$ cat src/rtl/capture_ctrl.sv
// capture_ctrl: run-control sequencer for the logic-analyzer capture path
// Define CAPTURE_CTRL_EXT_TRIG_EN to add the two-flop synchronized external trigger ext_trg_i.
module capture_ctrl #(
  parameter int MEM_DEPTH = 4096,
  parameter int CNT_W = 16
) (
  input  logic                         clk_i,
  input  logic                         rst_in,
  input  logic                         cfg_stb_i,
  input  logic [3:0]                   cfg_en_i,
  input  logic                         cnt_stb_i,
  input  logic [CNT_W-1:0]             read_cnt_i,
  input  logic [CNT_W-1:0]             delay_cnt_i,
  input  logic                         arm_i,
  input  logic                         abort_i,
  input  logic                         trg_i,
`ifdef CAPTURE_CTRL_EXT_TRIG_EN
  input  logic                         ext_trg_i,
`endif
  input  logic                         smpl_stb_i,
  input  logic                         wr_stb_i,
  output logic                         cache_cfg_stb_o,
  output logic [3:0]                   cache_cfg_o,
  output logic                         cache_stb_o,
  output logic                         mem_we_o,
  output logic [$clog2(MEM_DEPTH)-1:0] mem_addr_o,
  output logic                         tx_stb_o,
  input  logic                         tx_busy_i,
  output logic                         busy_o,
  output logic                         done_o
);
  localparam int AW = $clog2(MEM_DEPTH);
  typedef enum logic [2:0] {IDLE, ARMED, DELAY, RD_REQ, RD_WAIT} state_t;
  state_t state, state_nxt;
  logic [AW-1:0] wr_ptr, rd_ptr, wr_nxt, rd_nxt;
  logic [CNT_W-1:0] read_cnt, delay_cnt, post_cnt, remain, post_nxt, remain_nxt;
  logic tx_pend, trig, cap, we, done_nxt, cfg_ok;
`ifdef CAPTURE_CTRL_EXT_TRIG_EN
  logic [2:0] ext_q;
  assign trig = trg_i | (ext_q[1] & ~ext_q[2]);
`else
  assign trig = trg_i;
`endif
  assign cap = (state == ARMED || state == DELAY) && !abort_i;
  // a zero post-trigger window must not write past the trigger point
  assign we = cap && wr_stb_i && !(state == DELAY && delay_cnt == '0);
  assign cache_stb_o = cap && smpl_stb_i;
  assign mem_we_o = we;
  assign mem_addr_o = (state == RD_REQ || state == RD_WAIT) ? rd_ptr : wr_ptr;
  assign tx_stb_o = tx_pend && !abort_i;
  assign busy_o = state != IDLE;
  assign wr_nxt = wr_ptr + AW'(we);
  assign cfg_ok = state == IDLE && cfg_stb_i && cfg_en_i != 4'h0;
  always_comb begin
    state_nxt = state;
    post_nxt = post_cnt;
    remain_nxt = remain;
    rd_nxt = rd_ptr;
    done_nxt = 1'b0;
    if (abort_i) begin
      state_nxt = IDLE;
      post_nxt = '0;
      remain_nxt = '0;
    end else begin
      case (state)
        IDLE: state_nxt = arm_i ? ARMED : IDLE;
        ARMED: if (trig) begin
          state_nxt = DELAY;
          post_nxt = '0;
        end
        DELAY: begin
          post_nxt = post_cnt + CNT_W'(we);
          if (post_nxt == delay_cnt) begin
            state_nxt = (read_cnt == '0) ? IDLE : RD_REQ;
            done_nxt = read_cnt == '0;
            rd_nxt = wr_nxt - AW'(read_cnt);
            remain_nxt = read_cnt;
          end
        end
        RD_REQ: state_nxt = RD_WAIT;
        RD_WAIT: if (!tx_pend && !tx_busy_i) begin
          remain_nxt = remain - 1'b1;
          rd_nxt = rd_ptr + 1'b1;
          state_nxt = (remain_nxt == '0) ? IDLE : RD_REQ;
          done_nxt = remain_nxt == '0;
        end
        default: state_nxt = IDLE;
      endcase
    end
  end
  always_ff @(posedge clk_i or negedge rst_in) begin
    if (!rst_in) begin
      state <= IDLE;
      wr_ptr <= '0;
      rd_ptr <= '0;
      read_cnt <= '0;
      delay_cnt <= '0;
      post_cnt <= '0;
      remain <= '0;
      tx_pend <= 1'b0;
      done_o <= 1'b0;
      cache_cfg_o <= 4'hF;
      cache_cfg_stb_o <= 1'b0;
`ifdef CAPTURE_CTRL_EXT_TRIG_EN
      ext_q <= '0;
`endif
    end else begin
      state <= state_nxt;
      wr_ptr <= wr_nxt;
      rd_ptr <= rd_nxt;
      post_cnt <= post_nxt;
      remain <= remain_nxt;
      tx_pend <= state == RD_REQ && !abort_i;
      done_o <= done_nxt;
      cache_cfg_stb_o <= cfg_ok;
      if (cfg_ok) cache_cfg_o <= cfg_en_i;
      if (state == IDLE && cnt_stb_i) begin
        read_cnt <= (32'(read_cnt_i) > MEM_DEPTH) ? CNT_W'(MEM_DEPTH) : read_cnt_i;
        delay_cnt <= delay_cnt_i;
      end
`ifdef CAPTURE_CTRL_EXT_TRIG_EN
      ext_q <= {ext_q[1:0], ext_trg_i};
`endif
    end
  end
endmodule

$ cat config.mk
export PLATFORM = sky130hd
export DESIGN_NAME = capture_ctrl
export DESIGN_NICKNAME = d
export VERILOG_FILES = /design/src/rtl/capture_ctrl.sv
export SDC_FILE = /design/constraint.sdc
export NUM_CORES = 1
export LEC_CHECK = 0
export ABC_AREA = 1
export CORE_MARGIN = 4
export CORE_UTILIZATION = 58
export DETAILED_ROUTE_END_ITERATION = 8
export PLACE_DENSITY = 0.79
export SYNTH_ARGS = -nofsm -noshare
export SYNTH_HDL_FRONTEND = slang
export SYNTH_SLANG_ARGS = --single-unit
$ cat constraint.sdc
create_clock -name clk_i -period 4.5 [get_ports clk_i]
set_clock_uncertainty 0.15 [all_clocks]
set_input_delay 0.675 -clock clk_i [delete_from_list [all_inputs] [get_ports clk_i]]
set_output_delay 0.675 -clock clk_i [all_outputs]
set_load 0.02 [all_outputs]
Word-level counts from Yosys, hierarchy flattened
Cells that the tools add are included.
Word-level totals
  input bits: 46
  output and inout port bits: 22
  word-level logic and storage cells: 82
  flip-flop bits (word level): 98
Cells by class
  reductions and logical operators: 30
  magnitude comparators: 1
  eq/ne operators: 10
  $add $sub $neg: 5
  muxes and demuxes: 24
  bitwise operators: 1
Operators by type and width (number)
  16-bit 2-to-1 mux: 6
  16-bit case mux with 2 select lines: 2
  16-bit zero test: 3
  12-bit 2-to-1 mux: 3
  12-bit case mux with 2 select lines: 1
  16-bit by 1-bit adder with 16-bit output: 1
  16-bit equality test: 1
  16-bit by 13-bit greater-than comparator with 1-bit output, second input constant: 1
  16-bit by 1-bit subtractor with 16-bit output, second input constant: 1
  3-bit case mux with 5 select lines: 1
  12-bit by 1-bit adder with 12-bit output: 1
  12-bit by 1-bit adder with 12-bit output, second input constant: 1
  3-bit 2-to-1 mux: 4
  12-bit subtractor: 1
  1-bit logical AND: 11
  3-bit nonzero test: 3
  3-bit by 2-bit equality test with 1-bit output, second input constant: 2
  3-bit by 2-bit != test with 1-bit output, second input constant: 2
  3-bit AND reduction: 2
  1-bit zero test: 4
  1-bit 2-to-1 mux: 4
  2-bit 2-to-1 mux: 2
  2-bit by 1-bit != test with 1-bit output, second input constant: 2
  4-bit AND reduction: 1
  10 further kinds: 11

Depth between registers and ports, before layout
  depth in word-level cells: 10
  depth in mapped cells: 27
  gate-level depth less buffers: 27

Least setup slack after synthesis
Ideal clock, no wire load.
  kind: input-to-reg
  start point: input port abort_i
  end point: register rd_ptr[11]
  data arrival time: 3424 ps
  slack: 809 ps
  library setup time: 117 ps
  stages: 23
  path buffers: 0
  required time: 4233 ps
  cells stage by stage: clkinv_1 > nand2_2 > nor2_4 > nand2_2 > inv_1 > ha_1 > ha_1 > nand3_1 > nor3_1 > nand2_1 > nor3_1 > xor2_1 > ha_1 > nand2_1 > nor2_1 > nand2_1 > o211ai_1 > a31oi_1 > nand3_1 > nand3_1 > nand2_1 > nand3_1 > nand2_1
On the way
  longest elaborated chain between the ends: 8
  elaborated cells on any way between the ends: 13
  those cells by class: 3 x add/sub; 2 x eq/ne; 2 x mux; 1 x bitwise; 5 x reduce/logical
RTL lines
  from (decl): line 15  | input logic abort_i,
  1-bit zero test: line 44  | assign cap = (state == ARMED || state == DELAY) && !abort_i;
  1-bit logical AND: line 44
  1-bit logical AND (2 in series): line 46  | assign we = cap && wr_stb_i && !(state == DELAY && delay_cnt == '0);
  net mem_we_o: line 25  | output logic mem_we_o,
  12-bit by 1-bit adder with 12-bit output: line 52  | assign wr_nxt = wr_ptr + AW'(we);
  net wr_nxt[10]: line 35  | logic [AW-1:0] wr_ptr, rd_ptr, wr_nxt, rd_nxt;
  12-bit subtractor: line 76  | rd_nxt = wr_nxt - AW'(read_cnt);
  12-bit 2-to-1 mux: line 73  | if (post_nxt == delay_cnt) begin
  12-bit case mux with 2 select lines: line 65  | case (state)
  to (signal assigned): line 110  | rd_ptr <= rd_nxt;
  to (decl): line 35
The timed path passes the listed nets, and every way through them passes these cells. The select of a mux whose other input is x is not followed.
A chain may end at the register's enable or synchronous reset.

Final worst setup path
  start point: input port abort_i
  end point: register rd_ptr[11]
On the way
  longest elaborated chain between the ends: 8
  elaborated cells on any way between the ends: 13
  those cells by class: 3 x add/sub; 2 x eq/ne; 2 x mux; 1 x bitwise; 5 x reduce/logical
RTL lines (line)
  1-bit zero test: 44
  1-bit logical AND: 44
  1-bit logical AND (2 in series): 46
  12-bit by 1-bit adder with 12-bit output: 52
  net wr_nxt[10]: 35
  12-bit subtractor: 76
  12-bit 2-to-1 mux: 73
  12-bit case mux with 2 select lines: 65
The timed path passes the listed nets, and every way through them passes these cells. The select of a mux whose other input is x is not followed.

==> run_results.csv <==
group,metric,value,unit
worst_setup_path,path_class,"primary input to flop",
clock_tree,cts_buffers,9,
timing,slew_viol_final,0,
worst_setup_path,crit_path_end_kind,"flop",
global_route,grt.total_usage,26.8,%
layout,ff_latch_area,2460,sq um
place,io_buffers,67,
synthesis,avgSynthCellArea,7.20,sq um
route,drc,0,
clock_tree,holdBufCountCts,0,
synthesis,synth_most_common_cell,"nand2_1",
synthesis,synth_nets,952,
route,antenna_left,0,
timing,max_freq,254,MHz
place,gp_congestion,0.961,
synthesis,synth_ff_type,"dfrtp_1",
global_route,grt_start_max_net_pins,75,
timing,fin_crit,3.94,ns
synthesis,synth_area,6400,sq um
floorplan,core_area,10800,sq um
global_route,grt_pass1_wl,27300,um
pwr,vdd_drop_max,0.338,mV
synthesis,synth_area_leaders,"dfrtp_1 37%, nand2_1 15%, inv_1 6.8%",
timing,period_share,87.6,%
clock_tree,clk_pin_slew_worst_paths,0.10,ns
worst_setup_path,r2r_slack,0.61,ns
synthesis,postSynthRegisterBits,98,
global_route,grt_overflow_total,0,
synthesis,synth_edf_count,0,
place,dp_hpwl,12200,um
clock_tree,clk_path_buf_depth,2,
timing,setup_viol,0,
floorplan,io_pins,68,
synthesis,yosysTopAreaCellShare,36.8,%
floorplan,die_h,113,um
clock_tree,cts_root_buf,"clkbuf_8",
layout,nets,1012,
route,wl,16500,um
route,route.vias.total,6006,
layout,drive_gt1_share,7.34,%
synthesis,async_reset_ff_share,100,%
route,first_pass_iters,6,
timing,rsz0062_at_grt,"false",
synthesis,synthTopCellsByCount,"258 x nand2_1, 116 x inv_1, 94 x dfrtp_1",
worst_setup_path,r2r-end,"rd_ptr[11]",
worst_setup_path,critical_path_arrival,4.08,ns
route,vias_per_cell,5.49,
floorplan,start_util,59.0,%
timing,relSlewSlack,36.5,%
global_route,grt_pass1_vias,5551,
clock_tree,clock_latency,0.39,ns
timing,hold_violations,0,
clock_tree,cts_setup_buffers,0,
status,status,"finished, final reports clean",
worst_setup_path,required,4.64,ns
pwr,cellLeakagePower,3.54,nW
route,wl_per_cell,15.1,um
worst_setup_path,r2r_cells,25,
synthesis,ys_types,45,
floorplan,fp-row-count,38,
clock_tree,cts_tree,"done",
timing,setup-tns-final,0,ns
layout,finalInstanceArea,7360,sq um
worst_setup_path,regToRegStartpoint,"state[2]",
pwr,p_per_area,455,nW/um^2
clock_tree,cts.sinks,98,
floorplan,die_area,12800,sq um
clock_tree,post_cts_resized,0,
min_path,min_path_type,"primary input to asynchronous set/reset pin",
worst_setup_path,worst-path-max-fanout,4,
layout,multi_input_area,3360,sq um
clock_tree,htreeDepth,3,
route,initialDrtViolationCount,603,
worst_setup_path,critPathLaunchType,"primary input",
layout,fillers,960,
synthesis,ys_seq_area_share,38.4,%
flow_run,max-cap-violations,0,
global_route,antenna_found_initial,0,
layout,area_delta_synth_final,15.0,%
floorplan,die_x,113,um
synthesis,syn_inst,889,
place,postPlaceCellArea,7170,sq um
layout,antenna_cells,0,
synthesis,ys_warn_count,0,
synthesis,synth_top_area_cell,"dfrtp_1",
timing,worst_pin_slew,0.952,ns
[where the power goes]
part	internal, mW	switching, mW	total, mW	leakage (nW)
sequential	1.08	0.181	1.26	1.29
clock	0.247	0.323	0.570	0.0879
combinational	0.576	0.944	1.52	2.17
total	1.90	1.45	3.35	3.54
[routing by layer]
| layer | global-route usage (%) | up-vias | part of all wire [%] |
|---|---|---|---|
| li1 | - | 3029 | - |
| met1 | 37.9 | 2803 | 47 |
| met2 | 42.5 | 156 | 47 |
| met3 | 5.03 | 18 | 5.1 |
| met4 | 7.45 | 0 | 1.5 |
| met5 | 0 | - | 0 |
[state kept, by name, indices dropped and copies added (netlist names), 3 cells and up]
signal       cells
post_cnt        16
wr_ptr          12
state            3
delay_cnt       16
rd_ptr          12
remain          16
cache_cfg_o      4
read_cnt        16
[cell families after synthesis]
logic type / after synthesis / share of synthesized area, %
AO/OA/AOI/OAI: 129 / 12.5
XOR/XNOR: 26 / 3.56
adder cells (fa/ha/maj): 17 / 3.44
buffers and inverters: 145 / 9.15
flip-flops: 98 / 38.4
AND/OR/NAND/NOR: 474 / 33.0
[critical path, cell delays in order]
cell and delay (ns):
clkdlybuf4s50_1 0.46, clkinv_1 0.09, nand2_2 0.08, nor2_4 0.12, nand2_2 0.10, inv_1 0.10
ha_1 0.17, ha_1 0.18, nand3_1 0.15, nor3_1 0.22, nand2_1 0.12, nor3_1 0.18
xor2_1 0.21, ha_1 0.29, nand2_1 0.10, nor2_1 0.06, nand2_1 0.07, o211ai_1 0.08
a31oi_1 0.23, nand3_1 0.11, nand3_1 0.09, nand2_1 0.05, nand3_1 0.07, nand2_1 0.06
[how the worst max path moves through the flow]
| stage | start | endpoint | depth (start not counted) |
|---|---|---|---|
| after global placement | abort_i | rd_ptr[11] | 24 |
| after CTS | abort_i | rd_ptr[11] | 24 |
| after global routing | state[2] | rd_ptr[11] | 25 |
| final | abort_i | rd_ptr[11] | 24 |
| after floorplan | abort_i | rd_ptr[11] | 23 |
| after detailed placement | abort_i | rd_ptr[11] | 24 |
[final cells by class]
| type | instances | share of cell area [%] |
|---|---|---|
| Clock buffer | 13 | 2.30 |
| Clock inverter | 3 | 0.306 |
| Inverter | 119 | 6.07 |
| Multi-Input combinational cell | 646 | 45.7 |
| Sequential cell | 98 | 33.4 |
| Tap cell | 140 | 2.38 |
| Timing Repair Buffer | 75 | 9.90 |
[cells in the final DEF (no fill, tap or decap), types with 4 or more instances in the layout]
| master | n |
|---|---|
| a21oi_1 | 23 |
| nand2_1 | 258 |
| buf_4 | 9 |
| nor3_1 | 14 |
| o21ai_0 | 47 |
| dfstp_2 | 4 |
| dfrtp_1 | 94 |
| xor2_1 | 20 |
| nand3b_1 | 8 |
| o22ai_1 | 15 |
| nor2_2 | 6 |
| clkbuf_8 | 12 |
| inv_1 | 116 |
| o21ai_2 | 16 |
| nor2_1 | 72 |
| a31oi_1 | 4 |
| ha_1 | 16 |
| nor4_1 | 10 |
| o211ai_1 | 11 |
| clkdlybuf4s50_1 | 66 |
| nand2_2 | 5 |
| nand3_1 | 67 |
| nand4_1 | 21 |
| xnor2_1 | 6 |
| o31ai_1 | 4 |
[stage by stage]
step	util (%)	power (mW)	hold slack (ns)	setup WS (ns)	cells
after floorplan	-	2.32	0.229	0.809	889
after global placement	66.1	2.75	0.302	0.328	1078
after detailed placement	66.1	2.78	0.304	0.207	1078
after CTS	67.9	3.35	0.304	0.621	1094
after global routing	67.9	3.60	0.334	0.192	1094
final	67.9	3.35	0.283	0.559	1094
(Power assumes the default switching activity.)
